`src/rtl/uart_pkg.sv`:
```
// uart_pkg: shared UART types, constants and baud divider helper.
// UART_TX_PARITY_EN adds the PARITY state for 8-E-1 framing.
package uart_pkg;

    localparam int   UART_DATA_BITS  = 8;
    localparam logic UART_IDLE_LEVEL = 1'b1;

`ifdef UART_TX_PARITY_EN
    typedef enum logic [2:0] {S_IDLE, S_START, S_DATA, S_PARITY, S_STOP} uart_tx_state_t;
`else
    typedef enum logic [2:0] {S_IDLE, S_START, S_DATA, S_STOP} uart_tx_state_t;
`endif

    function automatic int uart_div(input int clk_hz, input int baud);
        return clk_hz / baud;
    endfunction

endpackage

```
`src/rtl/uart_tx_fifo.sv`:
```
// uart_tx_fifo: synchronous byte FIFO, wrap-bit pointers, no bypass.
module uart_tx_fifo #(
    parameter int DEPTH = 16,
    parameter int W     = 8
) (
    input  logic                     clk,
    input  logic                     rst_n,
    input  logic                     push,
    input  logic [W-1:0]             din,
    input  logic                     pop,
    output logic [W-1:0]             dout,
    output logic                     full,
    output logic                     empty,
    output logic [$clog2(DEPTH):0]   level
);
    localparam int AW = $clog2(DEPTH);

    logic [W-1:0] mem [DEPTH];
    logic [AW:0]  wr_ptr, rd_ptr;
    logic         do_push, do_pop;

    assign empty   = wr_ptr == rd_ptr;
    assign full    = (wr_ptr[AW] != rd_ptr[AW]) && (wr_ptr[AW-1:0] == rd_ptr[AW-1:0]);
    assign level   = wr_ptr - rd_ptr;
    assign do_push = push && !full;
    assign do_pop  = pop && !empty;
    assign dout    = mem[rd_ptr[AW-1:0]];

    always_ff @(posedge clk or negedge rst_n) begin
        if (!rst_n) begin
            wr_ptr <= '0;
            rd_ptr <= '0;
        end else begin
            if (do_push) wr_ptr <= wr_ptr + 1'b1;
            if (do_pop)  rd_ptr <= rd_ptr + 1'b1;
        end
    end

    always_ff @(posedge clk) begin
        if (do_push) mem[wr_ptr[AW-1:0]] <= din;
    end

endmodule

```
`src/rtl/uart_tx_stim.sv`:
```
// uart_tx_stim: valid/ready byte FIFO feeding an 8-N-1 UART transmitter.
// Define UART_TX_PARITY_EN for 8-E-1 frames (even parity bit after data).
module uart_tx_stim
    import uart_pkg::*;
#(
    parameter int CLK_FREQ_HZ = 100_000_000,
    parameter int BAUD        = 115200,
    parameter int FIFO_DEPTH  = 16
) (
    input  logic                          clk,
    input  logic                          rst_n,
    input  logic                          in_valid,
    output logic                          in_ready,
    input  logic [7:0]                    in_data,
    output logic                          tx,
    output logic                          busy,
    output logic [$clog2(FIFO_DEPTH):0]   fifo_level
);
    localparam int DIV = uart_div(CLK_FREQ_HZ, BAUD);
    localparam int CW  = $clog2(DIV);

    uart_tx_state_t            state, state_d;
    logic [CW-1:0]             cnt;
    logic [2:0]                bit_idx;
    logic [UART_DATA_BITS-1:0] shift, head;
    logic                      rdy_en, full, empty, push, pop, tick, tx_d;
`ifdef UART_TX_PARITY_EN
    logic                      par;
`endif

    assign in_ready = rdy_en && !full;
    assign push     = in_valid && in_ready;
    assign tick     = cnt == CW'(DIV - 1);
    // Popping from STOP on its last cycle chains frames with no idle gap.
    assign pop      = !empty && (state == S_IDLE || (state == S_STOP && tick));

    uart_tx_fifo #(.DEPTH(FIFO_DEPTH), .W(UART_DATA_BITS)) u_fifo (
        .clk   (clk),
        .rst_n (rst_n),
        .push  (push),
        .din   (in_data),
        .pop   (pop),
        .dout  (head),
        .full  (full),
        .empty (empty),
        .level (fifo_level)
    );

    always_comb begin
        state_d = state;
        tx_d    = (state == S_START) ? 1'b0 : (state == S_DATA) ? shift[0] : UART_IDLE_LEVEL;
        case (state)
            S_IDLE:   if (!empty) state_d = S_START;
            S_START:  if (tick) state_d = S_DATA;
`ifdef UART_TX_PARITY_EN
            S_DATA:   if (tick && bit_idx == 3'(UART_DATA_BITS - 1)) state_d = S_PARITY;
            S_PARITY: if (tick) state_d = S_STOP;
`else
            S_DATA:   if (tick && bit_idx == 3'(UART_DATA_BITS - 1)) state_d = S_STOP;
`endif
            S_STOP:   if (tick) state_d = empty ? S_IDLE : S_START;
            default:  state_d = S_IDLE;
        endcase
`ifdef UART_TX_PARITY_EN
        if (state == S_PARITY) tx_d = par;
`endif
    end

    // tx and busy both lag the state by one cycle, so they stay aligned.
    always_ff @(posedge clk or negedge rst_n) begin
        if (!rst_n) begin
            state   <= S_IDLE;
            cnt     <= '0;
            bit_idx <= '0;
            shift   <= '0;
            tx      <= UART_IDLE_LEVEL;
            busy    <= 1'b0;
            rdy_en  <= 1'b0;
`ifdef UART_TX_PARITY_EN
            par     <= 1'b0;
`endif
        end else begin
            state  <= state_d;
            tx     <= tx_d;
            busy   <= (state != S_IDLE) || !empty;
            rdy_en <= 1'b1;
            if (pop) begin
                shift   <= head;
                cnt     <= '0;
                bit_idx <= '0;
`ifdef UART_TX_PARITY_EN
                par     <= ^head;
`endif
            end else begin
                cnt <= tick ? '0 : cnt + 1'b1;
                if (tick && state == S_DATA) begin
                    shift   <= shift >> 1;
                    bit_idx <= bit_idx + 1'b1;
                end
            end
        end
    end

endmodule

```
`config.mk`:
```
export PLATFORM = sky130hd
export DESIGN_NAME = uart_tx_stim
export DESIGN_NICKNAME = d
export VERILOG_FILES = /design/src/rtl/uart_pkg.sv /design/src/rtl/uart_tx_fifo.sv /design/src/rtl/uart_tx_stim.sv
export SDC_FILE = /design/constraint.sdc
export NUM_CORES = 1
export LEC_CHECK = 0
export ABC_CLOCK_PERIOD_IN_PS = 2700
export BUFFER_PORTS_ARGS = -buffer_cell sky130_fd_sc_hd__buf_4
export CORE_ASPECT_RATIO = 0.9
export CORE_UTILIZATION = 29
export CTS_BUF_LIST = sky130_fd_sc_hd__clkbuf_4
export CTS_CLUSTER_DIAMETER = 120
export CTS_CLUSTER_SIZE = 25
export DETAILED_ROUTE_END_ITERATION = 6
export GPL_TIMING_DRIVEN = 0
export PLACE_DENSITY = 0.52
export RECOVER_POWER = 100
export SLEW_MARGIN = 20
export SYNTH_ARGS = -nofsm -noshare
export SYNTH_HDL_FRONTEND = slang
export SYNTH_SLANG_ARGS = --single-unit
```
`constraint.sdc`:
```
create_clock -name clk -period 2.7 [get_ports clk]
set_input_delay 0.405 -clock clk [delete_from_list [all_inputs] [get_ports clk]]
set_output_delay 0.405 -clock clk [all_outputs]
set_load 0.005 [all_outputs]
```
# After elaboration in Yosys (flattened, before gate mapping)
# Memories as Yosys holds them, arrays and structs flattened.
# Index checks and enable logic that the tools add are counted.
# Widths: inputs -> output; s select.
# word_totals
mem_bits_rw	128
reg_bits	37
in_bits	11
memories	1
wordCells	60
out_inout_bits	8
# memory_table
memory	words	word_bits	read_ports	rd_clocked_by_memory_dff	write_ports	line_no	rtl
u_fifo.mem	16	8	1	0	1	uart_tx_fifo.sv:18	logic [W-1:0] mem [DEPTH];
# classes
reduce_logical	17
n_mux	16
add_sub_neg	5
n_eq_ne	12
# ops
op	n
$mux 10	2
$mux 3	6
$mux 8	2
$pmux 3 s4	1
$add 10x1->10 const B	1
$add 5x1->5 const B	2
$eq 10x10->1 const B	1
$logic_and 1x1->1	9
$eq 3x2->1 const B	2
$ne 2x2->1 const B	3
$eq 5x5->1	1
$mux 1	5
$sub 5x5->5	1
$eq 4x4->1	1
$reduce_and 4->1	1
$add 3x1->3 const B	1
$eq 3x1->1 const B	1
$eq 3x3->1 const B	1
$logic_not 3->1	1
$reduce_bool 3->1	1
$logic_not 1->1	2
$logic_or 1x1->1	2
$ne 2x1->1 const B	1
$reduce_bool 2->1	1
$ne 1x1->1	1

# Logic depth before layout (Yosys ltp)
# Gate-level depths: netlist (run 1).
# logic_depth
depth_word	8
mapped_depth	9
ltp_nobuf	7

# Hierarchy
# From an unflattened synthesis (run 1), not the netlist that was laid out.
# unflattened
hier_cells	410
area_unflattened_um2	7030.5
# by_module_without_submodules
module	seq_area_each_um2	n_inst	area_each_um2	cells_per_inst
uart_tx_fifo	4093.9	1	5750.5	297
uart_tx_stim	651.9	1	1280.0	113

# Least setup slack after synthesis (run 1)
# No wires, ideal clock.
# synth_path
path_kind	register -> register
startpoint	register u_fifo.rd_ptr[3]
endpoint	memory u_fifo.mem[3][0], enable pin
setup_ns	0.332
setup_slack_ns	0.151
arrival_ns	2.217
t_required_ns	2.368
n_path_buf	3
period_less_slack_ns	2.549
path_stages_with_launch	10
cell_sequence	dfrtp_1 clkbuf_1 clkbuf_1 inv_1 ha_1 nand4_1 o211a_1 buf_2 nor3b_2 and2_1
# synth_between
elab_chain_len	8
# synth_lines
element	line_no	rtl
start, declared	uart_tx_fifo.sv:19	logic [AW:0] wr_ptr, rd_ptr;
start signal, assigned	uart_tx_fifo.sv:35	if (do_pop) rd_ptr <= rd_ptr + 1'b1;
$eq 4x4->1 *	uart_tx_fifo.sv:23	assign full = (wr_ptr[AW] != rd_ptr[AW]) && (wr_ptr[AW-1:0] == rd_ptr[AW-1:0]);
$logic_and 1x1->1 *	uart_tx_fifo.sv:23	
$logic_not 1->1 *	uart_tx_fifo.sv:25, uart_tx_stim.sv:31	
$logic_and 1x1->1	uart_tx_stim.sv:31	assign in_ready = rdy_en && !full;
$logic_and 1x1->1	uart_tx_stim.sv:32	assign push = in_valid && in_ready;
$logic_and 1x1->1 *	uart_tx_fifo.sv:25	assign do_push = push && !full;
$mux 1 *	uart_tx_fifo.sv:40	if (do_push) mem[wr_ptr[AW-1:0]] <= din;
$mux 1 (not written as such) *	uart_tx_fifo.sv:40	
end, declared	uart_tx_fifo.sv:18	
# Mark *: on every way between the ends. The rest lies on a longest branch, timed or not.

# Worst setup path after layout (run 1)
# layout_path
startpoint	register u_fifo.wr_ptr[0]
endpoint	output port fifo_level[4]
# layout_between
elab_chain_len	1
# layout_lines
element	line_no	rtl
start, declared	uart_tx_fifo.sv:19	
start signal, assigned	uart_tx_fifo.sv:34	if (do_push) wr_ptr <= wr_ptr + 1'b1;
$sub 5x5->5	uart_tx_fifo.sv:24	assign level = wr_ptr - rd_ptr;
end, declared	uart_tx_stim.sv:17	output logic [$clog2(FIFO_DEPTH):0] fifo_level
# Every way passes these cells.

==> key figures, run 1 <==
Clocking
  • Clk sinks: 164
  • Clock transition at path regs: 0.14 ns
  • Worst skew pair latency: 0.57 ns
  • Max Buffers Root-to-Sink: 2
  • Total CTS buffers: 17
  • CTS root buf: clkbuf_4
  • CTS tree: yes
  • H-tree depth: 4

Die
  • Core outline area: 23600 sq um
  • Die span in x: 166 um
  • Die height: 150 um
  • Starting Density: 29.8%
  • IO Pins: 19
  • Row cnt: 53
  • Die ar.: 24900 sq um

Detailed routing
  • DR vias/cell: 4.69
  • Routed Antenna Nets: 0
  • Vias: 3601
  • Final wirelength: 14700 um
  • Post-DR wirelength/cell: 19.1 um
  • 1st-pass router iterations: 4
  • Initial DRC Count: 234
  • Drt drc: 0

Run
  • Max_cap viols: 0

Setup path
  • RR Endpoint: u_fifo.mem[3][1]
  • Critical path cell sequence: inv_2, ha_1, inv_2, fa_2, a21o_1, a21oi_2, xnor2_1, buf_4
  • R2r setup slk: 0.15 ns
  • Worst setup EP type: output port
  • Crit path required time: 2.30 ns
  • CP dominant cell by count: inv_2
  • CP endpoint: fifo_level[4]
  • Data arrival, critical path: 2.18 ns
  • RR Startpoint: u_fifo.rd_ptr[3]
  • CP startpoint kind: flip-flop
  • CP Class: flip-flop to output port
  • CP peak stage delay: 0.41 ns
  • CP max-delay cell: dfrtp_1
  • Worst r2r path cells: 7
  • Crit-path max FO: 3
  • Critical path launch point: u_fifo.wr_ptr[0]

Logic synthesis
  • Post-synthesis net count: 440
  • Avg Cell Area, Syn: 17.1 sq um
  • Total of warnings raised by yosys: 0
  • Fraction of registers with async set/reset: 22.0%
  • Mapped Cells: 412
  • EDFF count, synth: 128
  • Yosys cell types: 50
  • Main flop type after synthesis: edfxtp_1
  • Synthesized area: 7040 sq um
  • Seq/Total Area, Yosys: 67.4%
  • FF+latch count, synth: 164

Finish
  • Fillcell total: 2315
  • Layout Utilization: 33.2%
  • Fin cells: 768
  • Design Area, Final: 7850 sq um
  • Share of layout cells above drive strength 1: 23.4%
  • Area delta synth->final: 11.4%
  • Multi-input logic area: 2180 sq um
  • Nets: 480
  • Most frequent cells in the layout: edfxtp_1 (128), dfrtp_1 (31), mux4_2 (27)
  • Storage cell area: 4750 sq um
  • Commonest non-fill, non-tap cell in the layout: edfxtp_1

Placement
  • Pre-CTS setup slack: -0.705 ns
  • HPWL after detailed placement: 9830 um
  • Area after DPL: 7560 sq um
  • Port-buffer cells: 18
  • RePlAce Congestion: 0.754
  • Cells after DPL: 732

Global route
  • GR peak layer: met2
  • Grt ovf: 0
  • Vias in the first global route: 3784
  • Met1 Usage GRT: 16.9%
  • First-pass GRT wire length: 22800 um
  • GR Layer Usage met2: 20.5%
  • GRT Util Overall: 12.7%
  • GR Util met3: 2.72%
  • Largest net degree at the start of global routing: 37
  • Number of antenna violations at the first check in global routing: 1

Power and ir drop
  • Leak pwr: 2.82 nW
  • Max VDD drop: 456 uV
  • Power per cell area: 640 nW/um^2
  • Final Power: 5.02 mW

STA
  • PnR worst setup slack: 0.117 ns
  • WHS: 0.340 ns
  • Fmax: 0.387 GHz
  • Final hold vios: 0
  • Post-layout min period: 2.58 ns
  • Setup TNS: 0 ns
  • Period utilization: 95.7%
  • Max_slew headroom: 45.4%
  • Least-Margin Pin Slew: 0.819 ns
  • Final Slew Violations: 0
  • Clk_skew: 0.0231 ns
  • Endpoints failing setup: 0
  • Unrepaired setup endpoints after global routing: yes

Outcome
  • Status: finished clean

Min path
  • Hold Crit Class: input pin to asynchronous set/reset pin
## metal layers
metal	share of wire (%)	up-vias
met3	4.4	7
li1	-	1688
met4	0.66	0
met5	0	-
met2	48	66
met1	47	1840
## worst min-delay path by stage
stage / start / endpoint / slack (ns) / cells after the start
floorplan: rst_n / bit_idx[0] / 0.11 / 0
global placement: rst_n / busy / 0.40 / 1
detailed placement: rst_n / busy / 0.41 / 1
CTS: in_data[0] / u_fifo.mem[3][0] / 0.11 / 1
global route: rst_n / state[1] / 0.32 / 2
finish: rst_n / busy / 0.34 / 2
## registers in the layout, indices dropped and copies added (netlist names)
register,flops
tx,1
rdy_en,1
u_fifo.wr_ptr,5
cnt,10
shift,8
busy,1
u_fifo.mem,128
u_fifo.rd_ptr,5
state,2
bit_idx,3
## area by class of cell
cell class	instances	area share (%)
Inverter	13	0.654
Sequential cell	164	60.6
Multi-Input combinational cell	217	27.8
Clock inverter	12	1.23
Timing Repair Buffer	23	1.85
Antenna cell	1	0.0319
Buffer	16	1.13
Clock buffer	20	1.91
Tap cell	302	4.82
## kinds of logic after synthesis
kind of cell | count (synthesis) | synth area share, %
other | 1 | 0.0532
muxes | 57 | 13.1
AOI/OAI and AO/OA | 43 | 4.81
buffers and inverters | 31 | 1.94
DFF | 164 | 67.4
adders and majority gates | 17 | 3.13
and+or+nand+nor | 79 | 7.05
xor gates and xnor gates | 20 | 2.59
## Yosys cell counts, types with 8 or more instances
cell type / n / share of area [%]
mux2i_1: 21 / 3.0
nor2_1: 13 / 0.69
xnor2_1: 12 / 1.5
edfxtp_1: 128 / 55
a21oi_1: 9 / 0.64
mux4_2: 27 / 8.6
inv_1: 12 / 0.64
and2_1: 15 / 1.3
dfrtp_1: 35 / 12
a22oi_1: 8 / 0.85
ha_1: 16 / 2.8
nand2_1: 11 / 0.59
## worst max-delay path, delay by kind of cell, from the launching register on
kind,cells,cell delay (ns)
DFF,1,0.41
xor gates and xnor gates,1,0.13
adders and majority gates,2,0.50
AOI/OAI and AO/OA,2,0.33
buffers and inverters,3,0.25
## power breakdown
group,switching (mW),internal (mW)
Combinational,0.421,0.333
Clock,0.925,0.416
Sequential,0.0700,2.86
Total,1.42,3.61
## what timing repair did
| item | CTS | global route |
|---|---|---|
| hold buffers | 1 | 0 |
| pin swaps | 0 | 1 |
| hold endpoints to repair | 35 | 0 |
| resized for setup | 24 | 5 |
| cloned | 0 | 0 |
| endpoints found under the setup margin | 151 | 125 |
| setup buffers | 2 | 2 |
Power figures use the tool's default switching activity.
==> run 2, diff against run 1 <==
--- a/config.mk
+++ b/config.mk
@@ -14,7 +14,6 @@
 export CTS_CLUSTER_SIZE = 25
 export DETAILED_ROUTE_END_ITERATION = 6
 export GPL_TIMING_DRIVEN = 0
-export PLACE_DENSITY = 0.52
 export RECOVER_POWER = 100
 export SLEW_MARGIN = 20
 export SYNTH_ARGS = -nofsm -noshare
==> run 2 against run 1 <==
- combinational power is 4.4% higher
- wire length down 5.9%
- highest routed layer unchanged
- non-clock buffer count rose by 3
- sequential cell count unchanged
- maximum frequency shrank 1.9%
- critical path type unchanged
- first-iteration DRC count is 0.43% higher
- the run now ends with max-capacitance violations, max-slew violations left
- core utilization increased by 0.14 points
- die area stayed put
==> key figures, run 2 (synthesis gave the netlist of run 1 again) <==
Outcome
  • Status: finished, violations left (was finished clean)
  • Failing checks: max-capacitance violations, max-slew violations

STA
  • Final hold vios: 0 (unchanged)
  • Endpoints failing setup: 0 (unchanged)
  • Final Slew Violations: 37 (was 0)
  • PnR worst setup slack: 0.0671 ns (was 0.117 ns)
  • Unrepaired setup endpoints after global routing: yes (unchanged)
  • Least-Margin Pin Slew: 1.99 ns (was 0.819 ns)
  • Post-layout min period: 2.63 ns (was 2.58 ns)
  • WHS: 0.381 ns (was 0.340 ns)
  • Fmax: 0.380 GHz (was 0.387 GHz)
  • Max_slew headroom: -33.0% (was 45.4%)
  • Clk_skew: 0.0346 ns (was 0.0231 ns)
  • Period utilization: 97.5% (was 95.7%)

Detailed routing
  • Routed Antenna Nets: 0 (unchanged)
  • Vias: 3668 (was 3601)
  • Final wirelength: 13800 um (was 14700 um)
  • Drt drc: 0 (unchanged)
  • Post-DR wirelength/cell: 18.0 um (was 19.1 um)
  • 1st-pass router iterations: 4 (unchanged)
  • Initial DRC Count: 235 (was 234)
  • DR vias/cell: 4.76 (was 4.69)

Global route
  • Vias in the first global route: 3751 (was 3784)
  • Largest net degree at the start of global routing: 37 (unchanged)
  • First-pass GRT wire length: 21700 um (was 22800 um)
  • Number of antenna violations at the first check in global routing: 1 (unchanged)
  • GRT Util Overall: 11.9% (was 12.7%)
  • Grt ovf: 0 (unchanged)

Setup path
  • RR Endpoint: u_fifo.mem[13][0] (was u_fifo.mem[3][1])
  • Data arrival, critical path: 2.23 ns (was 2.18 ns)
  • Crit-path max FO: 7 (was 3)
  • CP Class: flip-flop to output port (unchanged)
  • CP startpoint kind: flip-flop (unchanged)
  • RR Startpoint: u_fifo.rd_ptr[3] (unchanged)
  • Worst setup EP type: output port (unchanged)
  • Crit path required time: 2.30 ns (about the same)
  • Worst r2r path cells: 7 (unchanged)
  • R2r setup slk: 0.13 ns (was 0.15 ns)

Clocking
  • CTS root buf: clkbuf_4 (unchanged)
  • Worst skew pair latency: 0.57 ns (about the same)
  • Total CTS buffers: 17 (unchanged)
  • Max Buffers Root-to-Sink: 2 (unchanged)
  • H-tree depth: 4 (unchanged)
  • CTS tree: yes (unchanged)
  • Clock transition at path regs: 0.15 ns (was 0.14 ns)
  • Clk sinks: 164 (unchanged)

Power and ir drop
  • Max VDD drop: 304 uV (was 456 uV)
  • Final Power: 5.03 mW (was 5.02 mW)
  • Power per cell area: 639 nW/um^2 (was 640 nW/um^2)
  • Leak pwr: 2.84 nW (was 2.82 nW)

Die
  • Die span in x: 166 um (unchanged)
  • Core outline area: 23600 sq um (unchanged)
  • Starting Density: 29.8% (unchanged)
  • IO Pins: 19 (unchanged)
  • Die ar.: 24900 sq um (unchanged)
  • Die height: 150 um (unchanged)
  • Row cnt: 53 (unchanged)

Placement
  • Area after DPL: 7560 sq um (unchanged)
  • Port-buffer cells: 18 (unchanged)
  • HPWL after detailed placement: 9620 um (was 9830 um)
  • Pre-CTS setup slack: -0.597 ns (was -0.705 ns)
  • Cells after DPL: 732 (unchanged)
  • RePlAce Congestion: 0.818 (was 0.754)

Run
  • Max_cap viols: 1 (was 0)

Finish
  • Commonest non-fill, non-tap cell in the layout: edfxtp_1 (unchanged)
  • Nets: 483 (was 480)
  • Share of layout cells above drive strength 1: 24.1% (was 23.4%)
  • Fin cells: 771 (was 768)
  • Area delta synth->final: 11.8% (was 11.4%)
  • Most frequent cells in the layout: edfxtp_1 (128), dfrtp_1 (31), mux4_2 (27) (unchanged)
  • Max reg flops: 128 (unchanged)
  • Design Area, Final: 7880 sq um (was 7850 sq um)

Min path
  • Hold Path Sink: u_fifo.mem[9][2]
  • Hold Startpoint: in_data[2]
  • Worst hold path stage count: 1
  • Hold Crit Class: input pin to flip-flop (was input pin to asynchronous set/reset pin)
run 2: changes by cell type in the layout (fill, tap and decap cells not counted), moves of 2 or more:
cell / previous run / this run
and2_4: 4 / 7
and2_2: 4 / 1
buf_4: 14 / 16
clkinv_4: 1 / 5
run 2: worst max-delay path by stage:
stage / start / end / slack (ns)
floorplan: u_fifo.rd_ptr[3] / u_fifo.mem[3][0] / 0.15
global placement: u_fifo.rd_ptr[1] / u_fifo.mem[2][7] / -0.51
detailed placement: u_fifo.rd_ptr[3] / u_fifo.mem[3][7] / -0.60
CTS: u_fifo.wr_ptr[0] / fifo_level[4] / 0.01
global route: u_fifo.wr_ptr[0] / fifo_level[4] / -0.07
finish: u_fifo.rd_ptr[2] / fifo_level[4] / 0.07
run 2: critical path, cell delays in order, from the launching register on:
cell and delay (ns):
dfrtp_2 0.46, clkinv_2 0.18, ha_1 0.41, a21o_1 0.21
a21oi_2 0.14, xnor2_1 0.14, buf_4 0.13
run 2: cell type report:
cell class,instances,area [sq um]
Buffer,17,96.3
Multi-Input combinational cell,217,2180
Clock inverter,13,118
Tap cell,302,378
Timing Repair Buffer,25,156
Inverter,13,50.0
Sequential cell,164,4750
Antenna cell,1,2.50
Clock buffer,19,143
Fill cell,2275,15700
run 2: stage by stage:
stage / util (%) / setup TNS, ns
after floorplan: - / 0
after global placement: 32.0 / -42.09
after detailed placement: 32.0 / -51.93
after CTS: 33.4 / 0
after global routing: 33.4 / -0.119
final: 33.4 / 0
run 2: timing repair:
action                     4_1_cts  5_1_grt
resized for setup               28        3
hold buffers                     1        0
setup buffers                    3        3
hold endpoints to repair        35        0
pin swaps                        0        1
setup endpoints to repair      150       11
run 2: layer usage:
metal	routed length, um	up-vias	track usage [%]
met5	0	-	0
met4	125	0	3.98
met3	697	8	3.07
met2	6760	74	19.5
met1	6260	1890	15.3
li1	-	1696	-
run 2: where the power goes:
group	leakage, nW	switching [mW]	internal [mW]
Combinational	1.10	0.431	0.355
Clock	0.143	0.905	0.418
Sequential	1.59	0.0686	2.86
==> run 3, diff against run 2 <==
--- a/config.mk
+++ b/config.mk
@@ -15,6 +15,7 @@
 export DETAILED_ROUTE_END_ITERATION = 6
 export GPL_TIMING_DRIVEN = 0
 export RECOVER_POWER = 100
+export REMOVE_ABC_BUFFERS = 1
 export SLEW_MARGIN = 20
 export SYNTH_ARGS = -nofsm -noshare
 export SYNTH_HDL_FRONTEND = slang
==> run 3 against run 2 <==
- the run now ends clean
- worst hold slack worse by 0.064 ns
- sequential share of layout area down 0.24 points
- clock power up 21%
- core utilization up 0.21 points
- critical endpoint unchanged
- clock skew down 0.0086 ns
- critical path type unchanged
- largest power group unchanged
- power up 4.5%
==> key figures, run 3 (synthesis gave the netlist of run 1 again) <==
Detailed routing
  • 1st-pass router iterations: 4 (unchanged)
  • Initial DRC Count: 234 (was 235)
  • Post-DR wirelength/cell: 18.5 um (was 18.0 um)
  • Drt drc: 0 (unchanged)
  • Routed Antenna Nets: 0 (unchanged)
  • Vias: 3613 (was 3668)
  • DR vias/cell: 4.78 (was 4.76)
  • Final wirelength: 14000 um (was 13800 um)

Global route
  • GRT Util Overall: 11.9% (about the same)
  • Vias in the first global route: 3822 (was 3751)
  • Largest net degree at the start of global routing: 37 (unchanged)
  • Number of antenna violations at the first check in global routing: 1 (unchanged)
  • Grt ovf: 0 (unchanged)
  • First-pass GRT wire length: 21700 um (about the same)

STA
  • Max_slew headroom: 53.8% (was -33.0%)
  • Final Slew Violations: 0 (was 37)
  • Endpoints failing setup: 0 (unchanged)
  • Fmax: 0.374 GHz (was 0.380 GHz)
  • Clk_skew: 0.0260 ns (was 0.0346 ns)
  • Final hold vios: 0 (unchanged)
  • Unrepaired setup endpoints after global routing: yes (unchanged)
  • Post-layout min period: 2.68 ns (was 2.63 ns)
  • Period utilization: 99.1% (was 97.5%)
  • Least-Margin Pin Slew: 0.693 ns (was 1.99 ns)

Placement
  • HPWL after detailed placement: 8980 um (was 9620 um)
  • RePlAce Congestion: 0.693 (was 0.818)
  • Port-buffer cells: 18 (unchanged)
  • Cells after DPL: 716 (was 732)

Setup path
  • Data arrival, critical path: 2.27 ns (was 2.23 ns)
  • Critical path cell sequence: inv_2, ha_4, inv_2, fa_2, a21o_1, a21oi_2, xnor2_1, buf_4 (was clkinv_2, ha_1, a21o_1, a21oi_2, xnor2_1, buf_4)
  • CP peak stage delay: 0.45 ns (was 0.46 ns)
  • RR Endpoint: u_fifo.mem[0][5] (was u_fifo.mem[13][0])
  • CP startpoint kind: flip-flop (unchanged)
  • CP Class: flip-flop to output port (unchanged)
  • R2r setup slk: 0.14 ns (was 0.13 ns)
  • RR Startpoint: u_fifo.rd_ptr[3] (unchanged)
  • CP delay by family, top: adder cells (was flip-flops)
  • Worst r2r path cells: 6 (was 7)
  • CP dominant cell by count: inv_2
  • Crit-path max FO: 4 (was 7)
  • Buf/Inv on CP: 3 (was 2)
  • CP max-delay cell: dfrtp_1 (was dfrtp_2)
  • Crit path required time: 2.30 ns (about the same)
  • Worst setup EP type: output port (unchanged)

Run
  • Max_cap viols: 0 (was 1)

Finish
  • Most frequent cells in the layout: edfxtp_1 (128), dfrtp_1 (31), mux4_2 (27) (unchanged)
  • Max reg flops: 128 (unchanged)
  • Commonest non-fill, non-tap cell in the layout: edfxtp_1 (unchanged)
  • Nets: 468 (was 483)
  • Fin cells: 756 (was 771)
  • Share of layout cells above drive strength 1: 24.5% (was 24.1%)
  • Area delta synth->final: 12.5% (was 11.8%)

Power and ir drop
  • Power per cell area: 664 nW/um^2 (was 639 nW/um^2)
  • Final Power: 5.26 mW (was 5.03 mW)
  • Sw frac: 25.3% (was 27.9%)
  • Max VDD drop: 473 uV (was 304 uV)
  • Leak pwr: 2.84 nW (about the same)
  • Comb power frac: 13.7% (was 15.6%)
  • Clk pwr share: 30.4% (was 26.3%)
  • Net switching power figure: 1.33 mW (was 1.40 mW)
  • Flop pwr share: 55.9% (was 58.1%)
  • Internal Power: 3.93 mW (was 3.63 mW)

Clocking
  • H-tree depth: 4 (unchanged)
  • Clock transition at path regs: 0.14 ns (was 0.15 ns)
  • CTS tree: yes (unchanged)
  • Total CTS buffers: 17 (unchanged)
  • Max Buffers Root-to-Sink: 2 (unchanged)
  • CTS root buf: clkbuf_4 (unchanged)
  • Clk sinks: 164 (unchanged)
  • Worst skew pair latency: 0.57 ns (about the same)

Die
  • Die ar.: 24900 sq um (unchanged)
  • Core outline area: 23600 sq um (unchanged)
  • Die height: 150 um (unchanged)
  • Row cnt: 53 (unchanged)
  • Starting Density: 29.8% (unchanged)
  • IO Pins: 19 (unchanged)
  • Die span in x: 166 um (unchanged)

Outcome
  • Status: finished clean (was finished, violations left)

Min path
  • Hold Crit Class: input pin to asynchronous set/reset pin (was input pin to flip-flop)
-- run 3: cell types whose count changed in the layout (fill, tap and decap cells not counted), moves of 3 or more --
cell       before  now
buf_2           4    0
and2_4          7    0
and2_1          7    3
dfrtp_2         4    0
clkinv_4        5    1
clkbuf_1       14    8
and2_2          1   12
dfrtp_4         0    4
bufinv_16       0    4
inv_6           5    2
-- run 3: per-stage QoR --
stage / instance area (sq um) / util, % / setup WS (ns) / setup TNS (ns) / hold WS [ns]
finish: 7930 / 33.6 / 0.0250 / 0 / 0.317
floorplan: 6960 / - / -0.568 / -72.63 / 0.109
detailed placement: 7530 / 31.9 / -0.768 / -90.41 / 0.398
global placement: 7470 / 31.6 / -1.58 / -225.81 / 0.383
CTS: 7950 / 33.7 / -0.0304 / -0.0383 / 0.109
global route: 7930 / 33.6 / -0.0869 / -0.474 / 0.304
-- run 3: power by group through the flow --
stage	Clock [mW]	Combinational (mW)	Sequential, mW
6_report	1.60	0.721	2.94
5_1_grt	1.74	0.785	2.96
3_3_place_gp	0	0.641	2.99
4_1_cts	1.63	0.693	2.94
2_1_floorplan	0	0.383	2.97
3_5_place_dp	0	0.671	3.00
-- run 3: timing repair --
item | 4_1_cts | 5_1_grt
resized for setup | 17 | 7
hold endpoints to repair | 35 | 0
gates cloned | 1 | 0
buffers inserted | 4 | 2
pin swaps | 0 | 4
hold buffers | 1 | 0
setup endpoints to repair | 163 | 106
-- run 3: worst max path at each step --
stage | startpoint | end | slack, ns | depth (start not counted)
final | u_fifo.wr_ptr[0] | fifo_level[4] | 0.02 | 8
after global routing | u_fifo.wr_ptr[0] | fifo_level[4] | -0.09 | 8
after CTS | u_fifo.rd_ptr[0] | fifo_level[4] | -0.03 | 8
after detailed placement | u_fifo.rd_ptr[2] | u_fifo.mem[0][2] | -0.77 | 6
after global placement | u_fifo.rd_ptr[0] | u_fifo.mem[0][5] | -1.58 | 5
after floorplan | u_fifo.rd_ptr[0] | u_fifo.mem[3][0] | -0.57 | 5
-- run 3: layout make-up --
class | count | area (sq um)
Timing Repair Buffer | 27 | 220
Tap cell | 302 | 378
Fill cell | 2252 | 15700
Multi-Input combinational cell | 217 | 2200
Clock buffer | 18 | 135
Inverter | 13 | 50.0
Antenna cell | 1 | 2.50
Clock inverter | 14 | 184
Sequential cell | 164 | 4760
-- run 3: metal layers --
layer / global-route usage [%] / part of all wire [%]
met5: 0 / 0
met4: 3.47 / 0.79
met3: 2.94 / 5.1
met2: 20.3 / 50
met1: 14.9 / 44
